File: config.mk
export PLATFORM = sky130hd
export DESIGN_NAME = tone_sequencer
export DESIGN_NICKNAME = d
export VERILOG_FILES = /design/src/rtl/tone_seq_pkg.sv /design/src/rtl/note_rom.sv /design/src/rtl/tone_sequencer.sv
export SDC_FILE = /design/constraint.sdc
export NUM_CORES = 1
export LEC_CHECK = 0
export CORE_MARGIN = 3
export CORE_UTILIZATION = 45
export DETAILED_ROUTE_END_ITERATION = 10
export PLACE_DENSITY = 0.69
export SLEW_MARGIN = 20
export SYNTH_ARGS = -nofsm -noshare
export SYNTH_HDL_FRONTEND = slang
export SYNTH_HIERARCHICAL = 1
export SYNTH_SLANG_ARGS = --single-unit
File: constraint.sdc
create_clock -name clk -period 8.53 [get_ports clk]
set_clock_uncertainty 0.2 [all_clocks]
set_input_delay 0.853 -clock clk [delete_from_list [all_inputs] [get_ports clk]]
set_output_delay 0.853 -clock clk [all_outputs]
set_load 0.03 [all_outputs]
File: src/rtl/tone_seq_pkg.sv
// tone_seq_pkg: shared states, note width and pitch-to-divider table for tone_sequencer.
package tone_seq_pkg;
  localparam int NOTE_W = 8;
  typedef enum logic [1:0] {IDLE, LOAD, PLAY, GAP} state_e;
  localparam logic [9:0] PITCH_N [16] = '{
    10'd0,   10'd758, 10'd675, 10'd637, 10'd568, 10'd506, 10'd477, 10'd425,
    10'd379, 10'd337, 10'd318, 10'd284, 10'd253, 10'd238, 10'd212, 10'd189
  };
endpackage

File: src/rtl/note_rom.sv
// note_rom: synchronous 16x8 melody ROM, one-cycle read latency.
module note_rom
  import tone_seq_pkg::*;
#(
  parameter logic [16*NOTE_W-1:0] INIT = '0
) (
  input  logic              clk,
  input  logic [3:0]        addr,
  output logic [NOTE_W-1:0] data_q
);
  logic [NOTE_W-1:0] data_d;
  always_comb data_d = INIT[addr*NOTE_W +: NOTE_W];
  always_ff @(posedge clk) data_q <= data_d;
endmodule

File: src/rtl/tone_sequencer.sv
// tone_sequencer: plays a ROM melody as N/volume for pwm_audio.
// Define TONE_SEQ_ENVELOPE_EN for a per-tick decaying volume envelope.
module tone_sequencer
  import tone_seq_pkg::*;
#(
  parameter int TICK_DIV = 250000,
  parameter int SONG_LEN = 16,
  parameter logic [16*NOTE_W-1:0] ROM_INIT = 128'h11_D3_B1_92_73_51_32_13_F0_E2_C3_A1_82_63_41_23
`ifdef TONE_SEQ_ENVELOPE_EN
  , parameter logic [7:0] DECAY_STEP = 8'd4
`endif
) (
  input  logic       clk,
  input  logic       rst,
  input  logic       start,
  input  logic       stop,
  input  logic [7:0] master_vol,
  output logic [9:0] N,
  output logic [7:0] volume,
  output logic       busy,
  output logic       done,
  output logic [3:0] note_idx
);
  localparam int PW = $clog2(TICK_DIV);
  state_e state_q, state_d;
  logic [PW-1:0] pre_q, pre_d;
  logic [3:0] dur_q, dur_d, idx_q, idx_d;
  logic [9:0] n_q, n_d;
  logic [7:0] vol_q, vol_d, rom_q;
  logic busy_q, busy_d, done_q, done_d, tick, last, sound;
  assign tick  = pre_q == PW'(TICK_DIV - 1);
  assign last  = idx_q == 4'(SONG_LEN - 1);
  assign sound = rom_q[7:4] != 4'd0;
  // addressed by the next index so the entry is already valid during LOAD
  note_rom #(.INIT(ROM_INIT)) u_rom (.clk(clk), .addr(idx_d), .data_q(rom_q));
  always_comb begin
    state_d = state_q;
    idx_d   = idx_q;
    dur_d   = dur_q;
    done_d  = 1'b0;
    case (state_q)
      IDLE: state_d = start && !stop ? LOAD : IDLE;
      LOAD: begin
        state_d = PLAY;
        dur_d   = rom_q[3:0];
      end
      PLAY: begin
        state_d = tick && dur_q == 4'd0 ? GAP : PLAY;
        dur_d   = tick && dur_q != 4'd0 ? dur_q - 4'd1 : dur_q;
      end
      GAP: if (tick) begin
        state_d = last ? IDLE : LOAD;
        idx_d   = last ? 4'd0 : idx_q + 4'd1;
        done_d  = last;
      end
    endcase
    if (stop && state_q != IDLE) begin
      state_d = IDLE;
      idx_d   = 4'd0;
      done_d  = 1'b0;
    end
    pre_d  = (state_q == PLAY || state_q == GAP) && !tick ? pre_q + 1'b1 : '0;
    busy_d = state_d != IDLE;
    n_d    = state_q == PLAY && sound ? PITCH_N[rom_q[7:4]] : n_q;
`ifdef TONE_SEQ_ENVELOPE_EN
    vol_d = state_q == LOAD ? (sound ? master_vol : 8'd0) :
            state_q == PLAY && state_d == PLAY ?
              (tick ? (vol_q > DECAY_STEP ? vol_q - DECAY_STEP : 8'd0) : vol_q) : 8'd0;
`else
    vol_d = state_q == PLAY && state_d == PLAY && sound ? master_vol : 8'd0;
`endif
  end
  always_ff @(posedge clk or posedge rst) begin
    if (rst) begin
      state_q <= IDLE;
      pre_q   <= '0;
      dur_q   <= 4'd0;
      idx_q   <= 4'd0;
      n_q     <= 10'h3FF;
      vol_q   <= 8'd0;
      busy_q  <= 1'b0;
      done_q  <= 1'b0;
    end else begin
      state_q <= state_d;
      pre_q   <= pre_d;
      dur_q   <= dur_d;
      idx_q   <= idx_d;
      n_q     <= n_d;
      vol_q   <= vol_d;
      busy_q  <= busy_d;
      done_q  <= done_d;
    end
  end
  assign N        = n_q;
  assign volume   = vol_q;
  assign busy     = busy_q;
  assign done     = done_q;
  assign note_idx = idx_q;
endmodule

==> metrics.cfg, run 1 <==
[yosys]
synth_top_flop_cell=dfrtp_1
avgSynthCellArea_um2=9.70
synth_seq_cells=54
synth_area_leaders=dfrtp_1 32%, dfstp_2 8.8%, ha_1 7.6%, dfxtp_1 4.0%, nor2_1 3.9%
ys_top_cells_by_count=38 x dfrtp_1, 31 x nor2_1, 22 x inv_1, 22 x nand2_1, 18 x ha_1
synth_edf_count=0
synth_cells=307
synth_seq_area_share_pct=44.8
synth_largest_area_cell=dfrtp_1
synth_most_common_cell=dfrtp_1
ys_types=59
synth.top_cell.area_share_pct=31.9
syn_area_um2=2980
synthArstFlopShare_pct=88.9
yosysWarnings=6

[power]
p_clk_share_pct=29.7
p_int_mw=0.364
power_switching_mw=0.131
pwr-share-seq_pct=57.1
p_comb_share_pct=13.2
p_leak_nw=1.35
ir_drop_mv=0.0891
swShare_pct=26.5
p_per_area_nw_per_um2=144

[clock_network]
cts_setup_buffers=0
cts_tree=built
hold_buffers=0
cts_resized=0
cts_buffer_depth=2
cts_made_buffers=5
cts-root-buf=clkbuf_8
clock-sinks=54
clock_insertion_delay_worst_skew_ps=310
clk_pin_slew_ps=90
htreeDepth=2

[setup_path]
crit_path_top_delay_cell=mux2i_1
critPathMaxStageDelay_ps=640
path_max_fanout=8
path_cells=nor4_2 > nand3_2 > nor3_2 > mux2i_1 > inv_1 > ha_1 > mux4_2
cp_top_family=multiplexers
arrival_ps=3440
crit_buf_inv=1
required_ps=8510
path_class=reg2reg
critPathLaunchType=flop
worstSetupEndpointType=flop

[timing]
timing.fmax_mhz=289
timing.final.crit_share_pct=40.6
slew_headroom_pct=34.6
rsz0062_at_grt=no
slew_violations=0
fin_crit_ps=3460
hold_viol=0
worst_pin_slew_ps=975
fin_setup_tns_ps=0
final-setup-viol-count=0

[global_routing]
grt_pass1_wl_um=10000
grt_max_degree=49
grt_overflow=0
grt_pass1_vias=2148
antenna_found_initial=0
grtUsageTotal_pct=16.3

[floorplan]
rows=29
ios=36
initial_core_util_pct=46.6
dieArea_um2=7630
die_h_um=87.3
coreArea_um2=6390
die_w_um=87.3

[outcome]
status=complete, no violations

[placed_design]
numPortBuffers=35
hpwl_um=4170
placed_area_um2=3340
place.gp.congestion=0.850

[finish]
design_area_um2=3430
syn_to_final_growth_pct=15.3
antenna_cells=0
drive_gt1_share_pct=9.52
fillCellCount=592
nets=365

[routing]
wl_per_cell_um=14.2
vias=2240
wl_um=5880
drc=0
drt_pass1_iterations=4
vias_per_cell=5.42
initialDrtViolationCount=69
ant_nets=0

[min_path]
hold_path_class=reg2reg

[run]
cap_violations=0

==> path summary, 6_finish.rpt <==
check	slack, ps	from	end	depth (start not counted)
worst min-delay path	280	N[3]	N[3]	2
worst max-delay path	5070	pre_q[5]	u_rom/data_q[6]	7
worst min register to register	280	N[3]	N[3]	2
max in group asynchronous	6840	rst	dur_q[1]	2
min in group asynchronous	800	rst	volume[1]	2
worst max register to register	5070	pre_q[5]	u_rom/data_q[6]	7
==> state kept, by name, summed over array words and instances (netlist names) <==
signal / flops
note_idx: 4
done: 1
u_rom/data_q: 6
volume: 8
N: 10
dur_q: 4
busy: 1
pre_q: 18
state_q: 2
==> layout make-up <==
type	count	area [um^2]	share of cell area (%)
clock buffers	8	90.1	2.62
repair buffers	35	350	10.2
multi-input cells	217	1480	43.1
inverters	22	83.8	2.44
well taps	77	96.3	2.81
flip-flops and latches	54	1330	38.8
==> power groups by stage <==
stage	logic (mW)	registers (mW)	clock network (mW)
finish	0.0653	0.283	0.147
global route	0.0722	0.285	0.162
CTS	0.0666	0.283	0.151
detailed placement	0.0665	0.288	0
global placement	0.0653	0.288	0
floorplan	0.0298	0.298	0
==> through the flow <==
stage               hold WS [ps]  setup WS (ps)  power, mW  instances  util [%]
CTS                          279           5080      0.500        413      53.8
floorplan                    252           5490      0.328        308         -
global route                 313           4800      0.520        413      53.8
global placement             266           4960      0.353        405      52.4
detailed placement           267           4790      0.354        405      52.4
finish                       279           5070      0.496        413      53.8
==> worst min-delay path, stage by stage, from the launching register on <==
cell	delay, ps
dfstp_2	380
nand2_1	40
o21ai_0	60
==> layer usage <==
metal	routed length, um	global-route usage, %	share of wire (%)
met4	65	4.74	1.1
met3	257	3.22	4.4
met2	2860	27.4	49
met5	0	0	0
met1	2700	21.2	46
==> layout by cell type (no fill, tap or decap), types with 2 or more instances in the layout <==
| cell | n |
|---|---|
| dfrtp_1 | 38 |
| clkdlybuf4s50_1 | 35 |
| nor2_1 | 31 |
| nand2_1 | 22 |
| inv_1 | 21 |
| ha_1 | 18 |
| a21oi_1 | 15 |
| xnor2_1 | 13 |
| o21ai_0 | 11 |
| dfstp_2 | 10 |
| nor4_1 | 10 |
| nand3_1 | 10 |
| nor3_1 | 9 |
| and2_1 | 8 |
| a211oi_1 | 7 |
| nand4_1 | 6 |
| clkbuf_8 | 6 |
| dfxtp_1 | 6 |
| nand2b_1 | 4 |
| and3_1 | 3 |
| nor3b_1 | 3 |
| mux2i_1 | 3 |
| mux4_2 | 3 |
| nor4_2 | 2 |
| nand3_2 | 2 |
| o31a_1 | 2 |
| o211ai_1 | 2 |
| a31oi_1 | 2 |
| or3_1 | 2 |
| xor2_1 | 2 |
| clkbuf_1 | 2 |
| conb_1 | 2 |
==> logic make-up (layout without fill, tap and decap cells) <==
family,count (synthesis),in the layout,share of synthesized area [%]
and+or+nand+nor,122,122,22.1
adders and majority gates,18,18,7.56
buffers and inverters,37,65,5.63
xor gates and xnor gates,15,15,4.41
AOI/OAI and AO/OA,53,53,11.8
muxes,7,7,3.66
DFF,54,54,44.8
other,1,2,0.126
Power figures use the tool's default switching activity.
==> inputs of run 2 (changes only) <==
PLACE_DENSITY = 0.71   (was 0.69)
clock period = 3 ns   (was 8.53 ns; I/O delays follow)
==> run 2 against run 1 <==
Compared with the run above: critical path type unchanged; clock power rose to 4.1 times the previous value; flip-flop and latch count did not move; cell count rose by 2.9%; hold slack got worse by 0.56 ps; largest power group unchanged.
==> metrics.cfg, run 2 (same netlist as run 1, synthesis figures left out) <==
[clock_network]
clk_pin_slew_ps=100  ; was 90 ps
hold_buffers=0  ; unchanged
htreeDepth=2  ; unchanged
cts-root-buf=clkbuf_8  ; unchanged
clock-sinks=54  ; unchanged
cts_made_buffers=5  ; unchanged
cts_buffer_depth=2  ; unchanged
cts_setup_buffers=0  ; unchanged
cts_tree=built  ; unchanged
clock_insertion_delay_worst_skew_ps=310  ; about the same
cts_resized=0  ; unchanged

[outcome]
status=complete, no violations  ; unchanged

[floorplan]
dieArea_um2=7630  ; unchanged
die_h_um=87.3  ; unchanged
initial_core_util_pct=46.6  ; unchanged
ios=36  ; unchanged
rows=29  ; unchanged
coreArea_um2=6390  ; unchanged
die_w_um=87.3  ; unchanged

[min_path]
holdPathStages=2  ; unchanged
hold_start=u_rom/data_q[0]  ; was N[3]
holdPathEnd=dur_q[0]  ; was N[3]
hold_path_class=reg2reg  ; unchanged

[setup_path]
r2r_setup_slack_ps=220  ; was 5070 ps
critPathMaxStageDelay_ps=460  ; was 640 ps
critPathLaunchType=flop  ; unchanged
crit_buf_inv=4  ; was 1
rr_startpoint=pre_q[0]  ; was pre_q[5]
worstSetupEndpointType=flop  ; unchanged
arrival_ps=2840  ; was 3440 ps
crit_path_top_delay_cell=mux4_2  ; was mux2i_1
critPathMostFrequentCell=inv_1
path_cells=ha_1 > and3_1 > nand3_2 > nor3_2 > buf_4 > mux2i_2 > inv_1 > ha_1 > inv_1 > mux4_2 > inv_1  ; was nor4_2 > nand3_2 > nor3_2 > mux2i_1 > inv_1 > ha_1 > mux4_2
worstReg2RegEnd=u_rom/data_q[1]  ; was u_rom/data_q[6]
required_ps=3060  ; was 8510 ps
r2r_cells=11  ; was 7
path_max_fanout=4  ; was 8
startpoint=pre_q[0]  ; was pre_q[5]
cp_top_family=multiplexers  ; unchanged
path_class=reg2reg  ; unchanged

[routing]
wl_per_cell_um=14.2  ; about the same
vias=2300  ; was 2240
wl_um=6020  ; was 5880 um
ant_nets=0  ; unchanged
drc=0  ; unchanged
initialDrtViolationCount=122  ; was 69
vias_per_cell=5.41  ; was 5.42
drt_pass1_iterations=4  ; unchanged

[timing]
timing.final.crit_share_pct=92.7  ; was 40.6%
fin_setup_tns_ps=0  ; unchanged
hold_viol=0  ; unchanged
holdWs_ps=278  ; was 279 ps
final-setup-viol-count=0  ; unchanged
slew_violations=0  ; unchanged
slew_headroom_pct=41.1  ; was 34.6%
rsz0062_at_grt=no  ; unchanged
fin_ws_ps=220  ; was 5070 ps
worst_pin_slew_ps=882  ; was 975 ps
fin_crit_ps=2780  ; was 3460 ps
timing.fmax_mhz=360  ; was 289 MHz

[power]
p_comb_share_pct=11.9  ; was 13.2%
ir_drop_mv=0.259  ; was 0.0891 mV
p_per_area_nw_per_um2=444  ; was 144 nW/um^2
pwr-share-seq_pct=50.6  ; was 57.1%
p_leak_nw=1.44  ; was 1.35 nW
power_switching_mw=0.384  ; was 0.131 mW
p_clk_share_pct=37.5  ; was 29.7%
swShare_pct=24.2  ; was 26.5%
p_int_mw=1.21  ; was 0.364 mW

[global_routing]
grt_max_degree=44  ; was 49
grt_pass1_vias=2209  ; was 2148
antenna_found_initial=0  ; unchanged
grtUsageTotal_pct=17.3  ; was 16.3%
grt_pass1_wl_um=10500  ; was 10000 um
grt_overflow=0  ; unchanged

[placed_design]
hpwl_um=4280  ; was 4170 um
placed_area_um2=3440  ; was 3340 um^2
place.gp.congestion=0.805  ; was 0.850
post-place-ws_ps=248  ; was 4790 ps
numPortBuffers=35  ; unchanged

[finish]
utilization_pct=56.1  ; was 53.8%
design_area_um2=3580  ; was 3430 um^2
antenna_cells=0  ; unchanged
drive_gt1_share_pct=13.5  ; was 9.52%
final_common_cell=dfrtp_1  ; unchanged
largest_register_ff_count=18  ; unchanged
mostFrequentLayoutCells=38 x dfrtp_1, 35 x clkdlybuf4s50_1, 31 x nor2_1  ; unchanged
largest-register=pre_q  ; unchanged
syn_to_final_growth_pct=20.2  ; was 15.3%
nets=377  ; was 365

[run]
cap_violations=0  ; unchanged

## run 2: cell count changes in the layout (fill, tap and decap cells not counted), sizes merged
cell / previous run / this run
buf: 0 / 12
clkbuf: 8 / 6
clkinv: 1 / 0
inv: 21 / 22
bufinv: 0 / 2
## run 2: how the worst max path moves through the flow
stage,slack (ps),end,cells past startpoint
global placement,330,u_rom/data_q[6],9
finish,220,u_rom/data_q[1],11
CTS,220,u_rom/data_q[1],11
global route,60,u_rom/data_q[1],11
detailed placement,250,u_rom/data_q[1],11
floorplan,20,u_rom/data_q[1],10
## run 2: final cells by class
class | count | area (um^2)
Fill cell | 562 | 2810
Multi-Input combinational cell | 217 | 1480
Sequential cell | 54 | 1330
Timing Repair Buffer | 47 | 440
Tap cell | 77 | 96.3
Clock buffer | 6 | 82.6
Inverter | 22 | 82.6
Clock inverter | 2 | 60.1
## run 2: per-stage QoR
step / total power, mW / instances
2_1_floorplan: 0.933 / 308
4_1_cts: 1.61 / 425
3_5_place_dp: 1.01 / 417
6_report: 1.59 / 425
3_3_place_gp: 1.01 / 417
5_1_grt: 1.65 / 425
## run 2: worst register-to-register path: cells and delay by family (launching register included)
| kind | cells | cell delay, ps |
|---|---|---|
| AND/OR/NAND/NOR | 3 | 550 |
| adder cells (fa/ha/maj) | 2 | 510 |
| multiplexers | 2 | 690 |
| flip-flops | 1 | 400 |
| buffers and inverters | 4 | 380 |
## run 2: power by group through the flow
stage / Combinational, mW / Sequential, mW / Clock [mW]
3_3_place_gp: 0.190 / 0.816 / 0
6_report: 0.189 / 0.805 / 0.597
4_1_cts: 0.192 / 0.805 / 0.608
2_1_floorplan: 0.0851 / 0.848 / 0
5_1_grt: 0.205 / 0.812 / 0.633
3_5_place_dp: 0.192 / 0.818 / 0
## run 2: routing by layer
layer,vias up,share of wire [%],track usage [%]
li1,1142,-,-
met1,1104,48,24.1
met2,46,46,27.3
met3,8,4.3,3.69
met4,0,1.3,4.60
met5,-,0,0
==> inputs of run 3 (changes only) <==
CELL_PAD_IN_SITES_DETAIL_PLACEMENT = 0   (was default)
CELL_PAD_IN_SITES_GLOBAL_PLACEMENT = 2   (was default)
CORE_UTILIZATION = 32   (was 45)
PLACE_DENSITY = 0.78   (was 0.71)
==> run 3 against run 2 <==
Compared with the run above: flip-flop and latch count unchanged; hold slack better by 0.81 ps; cell area down 0.35%; fmax up 1.1%; worst setup slack better by 29 ps; critical path depth down 3; critical endpoint is now u_rom/data_q[6]; largest cell class unchanged.
==> metrics.cfg, run 3 (same netlist as run 1, synthesis figures left out) <==
[outcome]
status=complete, no violations  ; unchanged

[timing]
rsz0062_at_grt=no  ; unchanged
hold_viol=0  ; unchanged
timing.final.crit_share_pct=91.7  ; was 92.7%
fin_setup_tns_ps=0  ; unchanged
holdWs_ps=279  ; was 278 ps
fin_crit_ps=2750  ; was 2780 ps
slew_violations=0  ; unchanged
final-setup-viol-count=0  ; unchanged
timing.fmax_mhz=363  ; was 360 MHz
worst_pin_slew_ps=854  ; was 882 ps
fin_ws_ps=249  ; was 220 ps
slew_headroom_pct=43.0  ; was 41.1%

[setup_path]
critPathMaxStageDelay_ps=450  ; was 460 ps
path_class=reg2reg  ; unchanged
cp_top_family=simple AND/OR/NAND/NOR gates  ; was multiplexers
rr_startpoint=pre_q[5]  ; was pre_q[0]
path_cells=nor4_2 > nand3_2 > nor3_2 > buf_4 > mux2i_2 > inv_1 > ha_1 > mux4_2  ; was ha_1 > and3_1 > nand3_2 > nor3_2 > buf_4 > mux2i_2 > inv_1 > ha_1 > inv_1 > mux4_2 > inv_1
arrival_ps=2730  ; was 2840 ps
crit_buf_inv=2  ; was 4
crit_path_top_delay_cell=mux4_2  ; unchanged
required_ps=2980  ; was 3060 ps
r2r_setup_slack_ps=250  ; was 220 ps
worstSetupEndpointType=flop  ; unchanged
critPathLaunchType=flop  ; unchanged
path_max_fanout=4  ; unchanged
worstReg2RegEnd=u_rom/data_q[6]  ; was u_rom/data_q[1]
r2r_cells=8  ; was 11

[routing]
wl_um=6460  ; was 6020 um
ant_nets=0  ; unchanged
vias_per_cell=5.04  ; was 5.41
drt_pass1_iterations=4  ; unchanged
vias=2296  ; was 2300
wl_per_cell_um=14.2  ; about the same
initialDrtViolationCount=100  ; was 122
drc=0  ; unchanged

[clock_network]
clock_insertion_delay_worst_skew_ps=300  ; was 310 ps
cts_tree=built  ; unchanged
cts_made_buffers=5  ; unchanged
cts_setup_buffers=0  ; unchanged
cts-root-buf=clkbuf_8  ; unchanged
clk_pin_slew_ps=90  ; was 100 ps
htreeDepth=2  ; unchanged
clock-sinks=54  ; unchanged
cts_resized=0  ; unchanged
hold_buffers=0  ; unchanged
cts_buffer_depth=2  ; unchanged

[finish]
largest_register_ff_count=18  ; unchanged
syn_to_final_growth_pct=19.8  ; was 20.2%
design_area_um2=3570  ; was 3580 um^2
nets=377  ; unchanged
largest-register=pre_q  ; unchanged
final_common_cell=dfrtp_1  ; unchanged
utilization_pct=40.1  ; was 56.1%
fillCellCount=871  ; was 562
drive_gt1_share_pct=13.2  ; was 13.5%
mostFrequentLayoutCells=38 x dfrtp_1, 35 x clkdlybuf4s50_1, 31 x nor2_1  ; unchanged
antenna_cells=0  ; unchanged

[global_routing]
grt_max_degree=41  ; was 44
grt_pass1_wl_um=10900  ; was 10500 um
grtUsageTotal_pct=13.1  ; was 17.3%
grt_overflow=0  ; unchanged
antenna_found_initial=0  ; unchanged
grt_pass1_vias=2172  ; was 2209

[power]
p_comb_share_pct=13.6  ; was 11.9%
p_per_area_nw_per_um2=396  ; was 444 nW/um^2
pwr-share-seq_pct=56.9  ; was 50.6%
swShare_pct=26.6  ; was 24.2%
p_leak_nw=1.42  ; was 1.44 nW
p_int_mw=1.04  ; was 1.21 mW
ir_drop_mv=0.171  ; was 0.259 mV
power_switching_mw=0.376  ; was 0.384 mW
p_clk_share_pct=29.5  ; was 37.5%

[placed_design]
hpwl_um=4620  ; was 4280 um
place.gp.congestion=0.791  ; was 0.805
placed_area_um2=3480  ; was 3440 um^2
post-place-ws_ps=254  ; was 248 ps
numPortBuffers=35  ; unchanged

[min_path]
hold_path_class=in2async  ; was reg2reg

[floorplan]
dieArea_um2=10500  ; was 7630 um^2
ios=36  ; unchanged
coreArea_um2=8890  ; was 6390 um^2
rows=34  ; was 29
initial_core_util_pct=33.5  ; was 46.6%
die_w_um=102  ; was 87.3 um
die_h_um=102  ; was 87.3 um

[run]
cap_violations=0  ; unchanged

==> run 3: cell types whose count changed in the layout (fill, tap and decap cells not counted), sizes merged <==
cell    delta
bufinv     -2
clkbuf     +1
clkinv     +1
==> run 3: power groups by stage <==
stage	combinational, mW	clock (mW)	sequential [mW]
after floorplan	0.0851	0	0.848
after global placement	0.194	0	0.818
after detailed placement	0.195	0	0.820
after CTS	0.195	0.441	0.806
after global routing	0.212	0.479	0.811
final	0.192	0.417	0.805
==> run 3: layout make-up <==
cell class / instances / area, um^2 / area share (%)
timing repair buffer: 47 / 440 / 12.3
clock buffer: 7 / 86.3 / 2.42
sequential: 54 / 1330 / 37.4
inverter: 22 / 82.6 / 2.31
multi-input combinational: 217 / 1480 / 41.6
tap: 108 / 135 / 3.79
clock inverter: 1 / 5.00 / 0.140
==> run 3: routing by layer <==
layer | part of all wire (%) | global-route usage, %
met1 | 53 | 19.9
met4 | 1.3 | 3.63
met2 | 42 | 18.6
met5 | 0 | 0
met3 | 4.5 | 2.80
==> run 3: worst max path at each step <==
| stage | startpoint | to | slack (ps) | cells after the start |
|---|---|---|---|---|
| 2_1_floorplan | pre_q[4] | u_rom/data_q[1] | 20 | 10 |
| 3_3_place_gp | pre_q[0] | u_rom/data_q[1] | 310 | 11 |
| 3_5_place_dp | pre_q[0] | u_rom/data_q[6] | 250 | 9 |
| 4_1_cts | pre_q[0] | u_rom/data_q[1] | 220 | 11 |
| 5_1_grt | pre_q[0] | u_rom/data_q[1] | 40 | 11 |
| 6_report | pre_q[5] | u_rom/data_q[6] | 250 | 8 |
==> run 3: worst register-to-register path: stages, from the launching register on <==
cell and delay (ps):
dfrtp_1 440, nor4_2 390, nand3_2 140, nor3_2 200, buf_4 160, mux2i_2 220, inv_1 100, ha_1 310
mux4_2 450
==> run 3: per-stage QoR <==
step	total power, mW	cells
floorplan	0.933	308
global placement	1.01	448
detailed placement	1.01	448
CTS	1.44	456
global route	1.50	456
finish	1.41	456
